### src/rtl/l2_flush_walker.sv
// l2_flush_walker: walks every L2 set/way during a flush and issues one eviction per eligible line.
// Optional L2_FLUSH_PERF_CNT_EN adds flush_evict_cnt, the number of evict handshakes in the current flush.
module l2_flush_walker #(
  parameter int unsigned L2_SETS = 256,
  parameter int unsigned L2_WAYS = 8,
  parameter int unsigned N_REQS  = 4,
  localparam int unsigned L2_SET_BITS  = $clog2(L2_SETS),
  localparam int unsigned L2_WAY_BITS  = $clog2(L2_WAYS),
  localparam int unsigned REQS_BITS_P1 = $clog2(N_REQS) + 1
) (
  input  logic                    clk,
  input  logic                    rst,
  input  logic                    flush_valid,
  input  logic                    flush_dcache_only,
  output logic                    flush_ready,
  input  logic [L2_SET_BITS:0]    flush_set,
  input  logic [L2_WAY_BITS:0]    flush_way,
  input  logic [REQS_BITS_P1-1:0] reqs_cnt,
  output logic                    set_ongoing_flush,
  output logic                    clr_ongoing_flush,
  output logic                    clr_flush_set,
  output logic                    incr_flush_set,
  output logic                    clr_flush_way,
  output logic                    incr_flush_way,
  output logic                    fill_reqs_flush,
  output logic                    rd_en,
  input  logic [1:0]              rd_state,
  input  logic                    rd_hprot,
  output logic                    evict_valid,
  input  logic                    evict_ready,
  output logic [L2_SET_BITS-1:0]  evict_set,
  output logic [L2_WAY_BITS-1:0]  evict_way,
  output logic                    evict_dirty,
  output logic                    flush_done
`ifdef L2_FLUSH_PERF_CNT_EN
  ,
  output logic [15:0]             flush_evict_cnt
`endif
);

  localparam int unsigned SET_W = L2_SET_BITS + 1;
  localparam int unsigned WAY_W = L2_WAY_BITS + 1;
  localparam logic [1:0] ST_INVALID  = 2'd0;
  localparam logic [1:0] ST_MODIFIED = 2'd3;
  localparam logic [SET_W-1:0]        LAST_SET = SET_W'(L2_SETS - 1);
  localparam logic [WAY_W-1:0]        LAST_WAY = WAY_W'(L2_WAYS - 1);
  localparam logic [REQS_BITS_P1-1:0] ALL_FREE = REQS_BITS_P1'(N_REQS);

  typedef enum logic [2:0] {IDLE, READ, CHECK, DRAIN, DONE} state_e;

  state_e                 state_q, state_d;
  logic                   pend_q, pend_d;
  logic                   dcache_only_q, dcache_only_d;
  logic                   evict_valid_q, evict_valid_d;
  logic [L2_SET_BITS-1:0] evict_set_q, evict_set_d;
  logic [L2_WAY_BITS-1:0] evict_way_q, evict_way_d;
  logic                   evict_dirty_q, evict_dirty_d;
  logic                   flush_ready_q, flush_ready_d;
  logic                   rd_en_q, rd_en_d;
  logic                   flush_done_q, flush_done_d;
  logic                   clr_ongoing_q, clr_ongoing_d;
  logic                   eligible, advance;
`ifdef L2_FLUSH_PERF_CNT_EN
  logic [15:0]            evict_cnt_q, evict_cnt_d;
`endif

  // Counter strobes and credit consumption are same-cycle so l2_regs reflects them before the next read.
  always_comb begin
    state_d           = state_q;
    pend_d            = pend_q;
    dcache_only_d     = dcache_only_q;
    evict_valid_d     = evict_valid_q;
    evict_set_d       = evict_set_q;
    evict_way_d       = evict_way_q;
    evict_dirty_d     = evict_dirty_q;
    set_ongoing_flush = 1'b0;
    clr_flush_set     = 1'b0;
    incr_flush_set    = 1'b0;
    clr_flush_way     = 1'b0;
    incr_flush_way    = 1'b0;
    fill_reqs_flush   = 1'b0;
    advance           = 1'b0;
    eligible          = (rd_state != ST_INVALID) && !(dcache_only_q && !rd_hprot);

    case (state_q)
      IDLE: begin
        if (flush_valid) begin
          set_ongoing_flush = 1'b1;
          clr_flush_set     = 1'b1;
          clr_flush_way     = 1'b1;
          dcache_only_d     = flush_dcache_only;
          state_d           = READ;
        end
      end
      READ: state_d = CHECK;
      CHECK: begin
        if (evict_valid_q) begin
          if (evict_ready) begin
            fill_reqs_flush = 1'b1;
            evict_valid_d   = 1'b0;
            pend_d          = 1'b0;
            advance         = 1'b1;
          end
        end else if (pend_q || eligible) begin
          // Payload is captured on the read-data cycle so a credit stall cannot corrupt it.
          if (!pend_q) begin
            evict_set_d   = flush_set[L2_SET_BITS-1:0];
            evict_way_d   = flush_way[L2_WAY_BITS-1:0];
            evict_dirty_d = (rd_state == ST_MODIFIED);
          end
          pend_d = 1'b1;
          if (reqs_cnt != '0) evict_valid_d = 1'b1;
        end else begin
          advance = 1'b1;
        end
      end
      DRAIN: if (reqs_cnt == ALL_FREE) state_d = DONE;
      DONE: begin
        clr_flush_set = 1'b1;
        state_d       = IDLE;
      end
      default: state_d = IDLE;
    endcase

    if (advance) begin
      if (flush_way < LAST_WAY) begin
        incr_flush_way = 1'b1;
      end else begin
        clr_flush_way  = 1'b1;
        incr_flush_set = 1'b1;
      end
      state_d = ((flush_set == LAST_SET) && (flush_way == LAST_WAY)) ? DRAIN : READ;
    end

    flush_ready_d = (state_d == IDLE);
    rd_en_d       = (state_d == READ);
    flush_done_d  = (state_d == DONE);
    clr_ongoing_d = (state_d == DONE);

`ifdef L2_FLUSH_PERF_CNT_EN
    evict_cnt_d = evict_cnt_q;
    if ((state_q == IDLE) && flush_valid) evict_cnt_d = '0;
    else if (fill_reqs_flush && (evict_cnt_q != 16'hFFFF)) evict_cnt_d = evict_cnt_q + 16'd1;
`endif
  end

  always_ff @(posedge clk or negedge rst) begin
    if (!rst) begin
      state_q       <= IDLE;
      pend_q        <= 1'b0;
      dcache_only_q <= 1'b0;
      evict_valid_q <= 1'b0;
      evict_set_q   <= '0;
      evict_way_q   <= '0;
      evict_dirty_q <= 1'b0;
      flush_ready_q <= 1'b1;
      rd_en_q       <= 1'b0;
      flush_done_q  <= 1'b0;
      clr_ongoing_q <= 1'b0;
`ifdef L2_FLUSH_PERF_CNT_EN
      evict_cnt_q   <= '0;
`endif
    end else begin
      state_q       <= state_d;
      pend_q        <= pend_d;
      dcache_only_q <= dcache_only_d;
      evict_valid_q <= evict_valid_d;
      evict_set_q   <= evict_set_d;
      evict_way_q   <= evict_way_d;
      evict_dirty_q <= evict_dirty_d;
      flush_ready_q <= flush_ready_d;
      rd_en_q       <= rd_en_d;
      flush_done_q  <= flush_done_d;
      clr_ongoing_q <= clr_ongoing_d;
`ifdef L2_FLUSH_PERF_CNT_EN
      evict_cnt_q   <= evict_cnt_d;
`endif
    end
  end

  assign flush_ready       = flush_ready_q;
  assign rd_en             = rd_en_q;
  assign evict_valid       = evict_valid_q;
  assign evict_set         = evict_set_q;
  assign evict_way         = evict_way_q;
  assign evict_dirty       = evict_dirty_q;
  assign flush_done        = flush_done_q;
  assign clr_ongoing_flush = clr_ongoing_q;
`ifdef L2_FLUSH_PERF_CNT_EN
  assign flush_evict_cnt   = evict_cnt_q;
`endif

endmodule

### config.mk
export PLATFORM = sky130hd
export DESIGN_NAME = l2_flush_walker
export DESIGN_NICKNAME = d
export VERILOG_FILES = /design/src/rtl/l2_flush_walker.sv
export SDC_FILE = /design/constraint.sdc
export NUM_CORES = 1
export LEC_CHECK = 0
export CORE_MARGIN = 4
export CORE_UTILIZATION = 40
export CTS_CLUSTER_SIZE = 10
export DETAILED_ROUTE_END_ITERATION = 6
export HOLD_SLACK_MARGIN = 0.12
export PLACE_DENSITY = 0.78
export SYNTH_ARGS = -nofsm -noshare
export SYNTH_HDL_FRONTEND = slang
export SYNTH_SLANG_ARGS = --single-unit
### constraint.sdc
create_clock -name clk -period 1.9 [get_ports clk]
set_input_delay 0.285 -clock clk [delete_from_list [all_inputs] [get_ports clk]]
set_output_delay 0.285 -clock clk [all_outputs]
set_load 0.02 [all_outputs]
# After elaboration in Yosys (flattened, before gate mapping)
# Index checks and enable logic that the tools add are counted.
[op_classes]
n_addsub = 0
multipliers = 0
n_div = 0
n_lt_le_gt_ge = 1
n_eq_ne = 11
shifts = 0
muxes = 27
n_bitwise = 2
reduce_logical = 14
[ops]
columns = ["cell", "count"]
rows = [
  ["$mux 1", 21],
  ["$pmux 3 s4", 1],
  ["$eq 3x3->1 const B", 3],
  ["$eq 9x8->1 const B", 1],
  ["$mux 3", 3],
  ["$eq 3x1->1 const B", 2],
  ["$eq 3x2->1 const B", 2],
  ["$logic_not 3->1", 2],
  ["$eq 4x3->1 const B", 1],
  ["$lt 4x3->1 const B", 1],
  ["$reduce_and 4->1", 1],
  ["$reduce_bool 2->1", 2],
  ["$logic_and 1x1->1", 3],
  ["$reduce_and 3->1", 1],
  ["$reduce_bool 3->1", 1],
  ["$eq 2x2->1 const B", 1],
  ["$logic_not 1->1", 2],
  ["$mux 2", 1],
  ["$ne 2x2->1 const B", 1],
  ["$not 1->1", 2],
  ["$pmux 1 s2", 1],
  ["$reduce_and 2->1", 1],
  ["$logic_or 1x1->1", 1],
]
[totals]
regBits = 21
latchBits = 0
mem_bits_rw = 0
romBits = 0
mem_count = 0

# Longest topological paths before layout
# Gate-level depths: netlist (run 1).
[logic_depth]
ltp_word = 10
depth_mapped = 6
mapped_depth_nobuf = 5

# Worst setup path before layout (run 1)
# No wires, ideal clock.
[synth_path]
path_type = "input -> output"
startpoint = "input port rd_state[1]"
endpoint = "output port clr_flush_way"
arrival_ns = 1.495
setup_slack_ns = 0.120
cell_stages = 4
path_buffers = 0
path_cell_list = "or2_2 -> a21oi_2 -> o211ai_1 -> o21ai_0"
[synth_via]
elab_chain_cells = 7
[synth_lines]
columns = ["element", "line", "text"]
rows = [
  ["from (decl)", "27", "input logic [1:0] rd_state,"],
  ["$reduce_bool 2->1", "83", "eligible = (rd_state != ST_INVALID) && !(dcache_only_q && !rd_hprot);"],
  ["$logic_and 1x1->1", "83", ""],
  ["$logic_or 1x1->1", "104", "end else if (pend_q || eligible) begin"],
  ["$mux 1", "104", ""],
  ["$mux 1", "97", "if (evict_valid_q) begin"],
  ["$mux 1", "85", "case (state_q)"],
  ["$mux 1", "125", "if (advance) begin"],
  ["to (decl)", "23", "output logic clr_flush_way,"],
]
# Every way passes these cells.

# Worst setup path in the final report (run 1)
[layout_path]
startpoint = "register dcache_only_q"
endpoint = "output port clr_flush_way"
[layout_via]
elab_chain_cells = 8
[layout_lines]
columns = ["element", "line", "text"]
rows = [
  ["from (decl)", "53", "logic dcache_only_q, dcache_only_d;"],
  ["from (signal assigned)", "166", "dcache_only_q <= dcache_only_d;"],
  ["$logic_and 1x1->1", "83", ""],
  ["$logic_not 1->1", "83", ""],
  ["$logic_and 1x1->1", "83", ""],
  ["$logic_or 1x1->1", "104", ""],
  ["$mux 1", "104", ""],
  ["$mux 1", "97", ""],
  ["$mux 1", "85", ""],
  ["$mux 1", "125", ""],
]
# Every way passes these cells.

==> metrics, run 1 <==
outcome complete, but fails checks; violated checks setup timing; share of synthesized area occupied by flip-flops and latches 52.69%; endpoint arrival time on the critical path 1.63 ns; die footprint 3363 um2; routed vias 862; path category of the worst min-delay check in -> async; number of DRC violations after detailed-routing iteration 0 12; initial core utilization 43.52%; Worst EP required 1.62 ns; horizontal extent of the die 57.99 um; Cell Pwr Density 1458 nW/um2; Max Cap Viol 0; Clk Latency, worst-skew pair 0.30 ns; via density per instance 4.954; wire length per cell 14.06 um; Antenna diodes 0; GR Util All Layers 15.29%; GRT Residual Overflow 0; time the worst path needs with I/O delays and setup 1.914 ns; portion of total power attributed to combinational logic 58.8%; share of async-settable or async-resettable flops after synthesis 100.0%; number of ports placed on the die boundary 47; Hold-fix buffers, CTS 0; post-detailed-placement cell area 1605 um2; final clock skew 0.002724 ns; clock-pin slew on the worst setup and hold paths 0.11 ns; global-route wire length before repair 3946 um; internal power consumption 1509 uW; Finished Cell Area 1625 um2; Max Transition Viols Final 0; final setup vio count 1; number of nets in the layout 171; Yosys warning total 0; maximum number of pins on one net before global-route repair 14; final cycle utilization of the critical path 100.7%; crit end category primary output; fraction of layout cells with a size suffix above 1 32.88%; leakage power 0.0007379 uW; Site Rows 17; switching power 860.7 uW; portion of total power attributed to sequential cells 32.3%; post-route non-filler standard cell count 174; antenna violations before repair 0; endpoints failing hold 0; synthesized net count 104; area of the core region 2297 um2; # port buffers 46; post-synthesis cell count 80; mean instance size in the synthesized netlist 12.50 um2; routability congestion estimate from global placement 0.7680; clock power share 8.9%; Layout Utilization 70.75%; number of buffers between clock root and the deepest sink 2; TritonCTS sink count 21; DRT Pass-1 Iters 4; dominant synthesized flop cell sky130_fd_sc_hd__dfrtp_1; crit path max fanout 5; setup slack of the critical path after layout -0.01385 ns; Clock H-tree levels 1; count of distinct cell types in the synthesized netlist 29; sw frac 36.32%; kind of launch point of the worst setup path flop; drt total wl 2446 um; clock tree from TritonCTS done; Yosys reg bits 21; ANT nets after route 0; Root Buffer Master sky130_fd_sc_hd__clkbuf_4; half-perimeter wire length of the detailed placement result 1994 um; unrepaired setup endpoints after global routing yes; Max Clock Freq 522.5 MHz; total CTS buffers 3; normalized max-slew margin 66.83%; Setup Crit Path Kind reg -> out; Residual DRC 0; die height 57.99 um; count of flip-flops with a built-in enable after synthesis 0; area growth from synthesis to final layout 62.58%; number of flip-flops under the largest register name 8; transition at the pin with the smallest max-transition slack 0.4954 ns; cell total after placement 168; worst vdd ir 0.9325 mV; cell area after synthesis 999.7 um2; via count of the first global-routing pass 866
## kinds of logic after synthesis
family	count (synthesis)	share of synthesized area, %
DFF	21	52.69
muxes	12	16.52
AOI/OAI and AO/OA	8	6.009
buffers and inverters	6	4.130
and+or+nand+nor	33	20.65
## final timing paths
kind / from / to / slack [ns] / cells after the start
min in group clk: rd_state[1] / evict_dirty / 0.38 / 3
worst max register to register: dcache_only_q / evict_set[1] / 0.16 / 7
worst max-delay path: dcache_only_q / clr_flush_way / -0.01 / 5
worst min-delay path: rst / evict_set[2] / 0.24 / 1
worst min register to register: evict_set[7] / evict_set[7] / 0.52 / 1
max in group asynchronous: rst / flush_ready / 1.13 / 2
## layout make-up
| type | count | area, um2 |
|---|---|---|
| multi-input combinational | 53 | 441.7 |
| clock buffer | 4 | 26.28 |
| inverter | 3 | 11.26 |
| tap | 28 | 35.03 |
| sequential | 21 | 526.8 |
| timing repair buffer | 65 | 584.3 |
| fill | 176 | 671.9 |
## metrics by stage
| step | power [uW] | hold WS (ns) | setup TNS [ns] | worst slack, ns |
|---|---|---|---|---|
| global placement | 2139 | 0.4912 | -2.562 | -0.5991 |
| global route | 2513 | 0.2478 | -0.2271 | -0.09599 |
| finish | 2370 | 0.2449 | -0.01385 | -0.01385 |
| detailed placement | 2171 | 0.4953 | -2.947 | -0.6181 |
| floorplan | 1489 | -0.01059 | 0 | 0.1200 |
| CTS | 2385 | 0.2494 | 0 | 0.01219 |
## Yosys cell counts (2+ instances only)
cell type                  count  area (um2)
sky130_fd_sc_hd__or2_2         2       12.51
sky130_fd_sc_hd__nand4_1       2       12.51
sky130_fd_sc_hd__mux2_2        4       45.04
sky130_fd_sc_hd__nand3_1       2       10.01
sky130_fd_sc_hd__nand2b_1      2       12.51
sky130_fd_sc_hd__nand2_1       6       22.52
sky130_fd_sc_hd__buf_6         2       22.52
sky130_fd_sc_hd__dfrtp_1      20       500.5
sky130_fd_sc_hd__inv_1         3       11.26
sky130_fd_sc_hd__o21ai_0       2       10.01
sky130_fd_sc_hd__nor2_1        7       26.28
sky130_fd_sc_hd__mux2_4        8       120.1
sky130_fd_sc_hd__nor3_1        4       20.02
## critical path, cell delays in order (launching register included)
cell	delay [ns]
sky130_fd_sc_hd__dfrtp_1	0.44
sky130_fd_sc_hd__nand2b_4	0.08
sky130_fd_sc_hd__a21oi_2	0.06
sky130_fd_sc_hd__o211ai_1	0.43
sky130_fd_sc_hd__o21ai_1	0.14
sky130_fd_sc_hd__buf_4	0.18
## layout by cell type (no fill, tap or decap), drive strengths merged, types with 3 or more instances in the layout
cell            n
dlygate4sd2     3
clkdlybuf4s50  37
nor2            7
dfrtp          20
buf            22
nor3            4
mux2           12
inv             3
clkbuf          7
nand2           6
## power by group through the flow
stage	Combinational (uW)	Clock, uW	Sequential [uW]
2_1_floorplan	519	0	970
3_3_place_gp	1380	0	761
3_5_place_dp	1400	0	769
4_1_cts	1400	221	766
5_1_grt	1490	237	786
6_report	1390	212	765
## timing repair
item | in CTS | in global routing
pin swaps | 5 | 5
buffers inserted | 1 | 1
setup endpoints to repair | 6 | 7
gates resized for setup | 24 | 6
## routing by layer
layer	up-vias	share of wire (%)	track usage [%]
met2	21	56	29.03
met3	2	4.2	1.114
met1	420	39	17.58
li1	419	-	-
met5	-	0	0
met4	0	1.0	5.960
No activity file was read; power rests on OpenSTA's default activity.
==> inputs of run 2 (changes only) <==
Settings changed: CORE_UTILIZATION 40 to 43, PLACE_DENSITY 0.78 to unset, PLACE_DENSITY_LB_ADDON set to 0.05.
Clock period 1.9 ns to 2.4 ns, I/O delays scaled along.
==> metrics, run 2 (same netlist as run 1, synthesis figures left out) <==
Clk Latency, worst-skew pair 0.30 ns (about the same); endpoints failing hold 0 (unchanged); portion of total power attributed to combinational logic 54.7% (-4.1 points); routed vias 796 (-7.7%); transition at the pin with the smallest max-transition slack 0.3791 ns (-0.1163 ns); Hold-fix buffers, CTS 0 (unchanged); Antenna diodes 0 (unchanged); area of the core region 2212 um2 (-3.7%); switching power 647.3 uW (-25%); unrepaired setup endpoints after global routing no; DRT Pass-1 Iters 4 (unchanged); fraction of layout cells with a size suffix above 1 21.97% (-11 points); Max Cap Viol 0 (unchanged); final clock skew 0.007254 ns (+0.004530 ns); Max Clock Freq 440.0 MHz; routed wl met3 171 um (+66%); total CTS buffers 3 (unchanged); via density per instance 4.975 (+0.42%); Max Transition Viols Final 0 (unchanged); number of DRC violations after detailed-routing iteration 0 7 (-5); global-route wire length before repair 3636 um (-7.9%); Setup WS pre-CTS -0.1992 ns (+0.4189 ns); Residual DRC 0 (unchanged); setup slack of the critical path after layout 0.1274 ns (+0.1412 ns); normalized max-slew margin 74.61% (+7.8 points); wire length per cell 14.33 um (+1.9%); ANT nets after route 0 (unchanged); worst vdd ir 0.6904 mV (-26%); highest-count cells in the layout ignoring fill and taps sky130_fd_sc_hd__clkdlybuf4s50_1, sky130_fd_sc_hd__dfrtp_1, sky130_fd_sc_hd__mux2_4; outcome finished, final reports clean; Root Buffer Master sky130_fd_sc_hd__clkbuf_4; initial core utilization 45.19% (+1.7 points); clock-pin slew on the worst setup and hold paths 0.12 ns (about the same); GR Util All Layers 14.79% (-0.50 points); highest routed layer met4; Fin Setup TNS 0 ns (+0.01385 ns); Worst EP required 2.04 ns (+0.42 ns); maximum number of pins on one net before global-route repair 22 (+8); endpoint arrival time on the critical path 1.91 ns (+0.28 ns); routability congestion estimate from global placement 0.6774 (-12%); leakage power 0.0006553 uW (-11%); clock tree from TritonCTS done; clock power share 9.6% (+0.7 points); final cycle utilization of the critical path 94.69%; time the worst path needs with I/O delays and setup 2.273 ns; TritonCTS sink count 21 (unchanged); length of routed met2 wiring 1130 um (-18%); biggest cell delay along the critical path 0.42 ns (-0.02 ns); die height 56.22 um (-3.1%); path category of the worst min-delay check in -> async; portion of total power attributed to sequential cells 35.7% (+3.4 points); GRT Residual Overflow 0 (unchanged); number of ports placed on the die boundary 47 (unchanged); internal power consumption 1105 uW (-27%); half-perimeter wire length of the detailed placement result 1779 um (-11%); cell with the largest stage delay on the worst path sky130_fd_sc_hd__clkdlybuf4s50_1; kind of launch point of the worst setup path input pin; area growth from synthesis to final layout 51.82%; cell type group with the largest total delay on the critical path buffers and inverters; Site Rows 17 (unchanged); number of flip-flops under the largest register name 8 (unchanged); antenna violations before repair 0 (unchanged); Buf/Inv on CP 2 (+1); sw frac 36.94% (+0.61 points); most frequent standard cell in the layout excluding fill and tap cells sky130_fd_sc_hd__clkdlybuf4s50_1; filler cell count 180 (+2.3%); final setup vio count 0 (-1); cells traversed along the worst timing path clkdlybuf4s50_1 > or2_2 > a21oi_2 > o211ai_1 > nor2_1 > dlygate4sd2_1; # port buffers 46 (unchanged); drt total wl 2292 um (-6.3%); Cell Pwr Density 1155 nW/um2 (-21%); number of buffers between clock root and the deepest sink 2 (unchanged); Setup Crit Path Kind in -> out; crit path max fanout 4 (-1); crit end category primary output; horizontal extent of the die 56.22 um (-3.1%); WL met1 979 um (+3.5%); Clock H-tree levels 1 (unchanged); number of nets in the layout 157 (-8.2%); die footprint 3160 um2 (-6.0%); via count of the first global-routing pass 839 (-3.1%)
==> run 2: layout make-up <==
type	instances	area (um2)	share of cell area, %
Sequential cell	21	526.8	34.71
Timing Repair Buffer	51	486.7	32.07
Multi-Input combinational cell	53	431.7	28.44
Tap cell	28	35.03	2.308
Clock buffer	4	26.28	1.731
Inverter	3	11.26	0.7420
==> run 2: power groups by stage <==
stage | Sequential (uW) | Combinational [uW] | Clock, uW
floorplan | 768 | 411 | 0
finish | 626 | 958 | 168
detailed placement | 632 | 978 | 0
global placement | 625 | 964 | 0
CTS | 627 | 972 | 176
global route | 644 | 1020 | 189
==> run 2: layer usage <==
| metal | global-route usage, % | up-vias |
|---|---|---|
| li1 | - | 389 |
| met1 | 17.47 | 377 |
| met2 | 25.54 | 28 |
| met3 | 4.176 | 2 |
| met4 | 5.085 | 0 |
| met5 | 0 | - |
==> run 2: final timing paths <==
check | to | depth (start not counted) | slack, ns | start
setup reg to reg | evict_set[7] | 4 | 0.70 | state_q[0]
max in group asynchronous | flush_ready | 2 | 1.74 | rst
hold reg to reg | evict_set[0] | 1 | 0.52 | evict_set[0]
min in group clk | evict_set[0] | 1 | 0.52 | evict_set[0]
hold / removal | evict_valid | 2 | 0.39 | rst
setup / recovery | incr_flush_set | 6 | 0.13 | rd_state[1]
==> run 2: timing repair <==
action                                  CTS  global route
pin swaps                                 0             0
buffers inserted                          0             0
resized for setup                         3             6
endpoints found under the setup margin    3             2
==> run 2: stage by stage <==
stage	instance area (um2)	total power, uW	util, %	hold slack, ns	instances
global route	1518	1852	68.61	0.3950	160
finish	1518	1753	68.61	0.3862	160
CTS	1525	1776	68.95	0.3846	160
floorplan	999.7	1179	-	0.06441	80
detailed placement	1503	1609	67.93	0.4928	156
global placement	1503	1589	67.93	0.4924	156
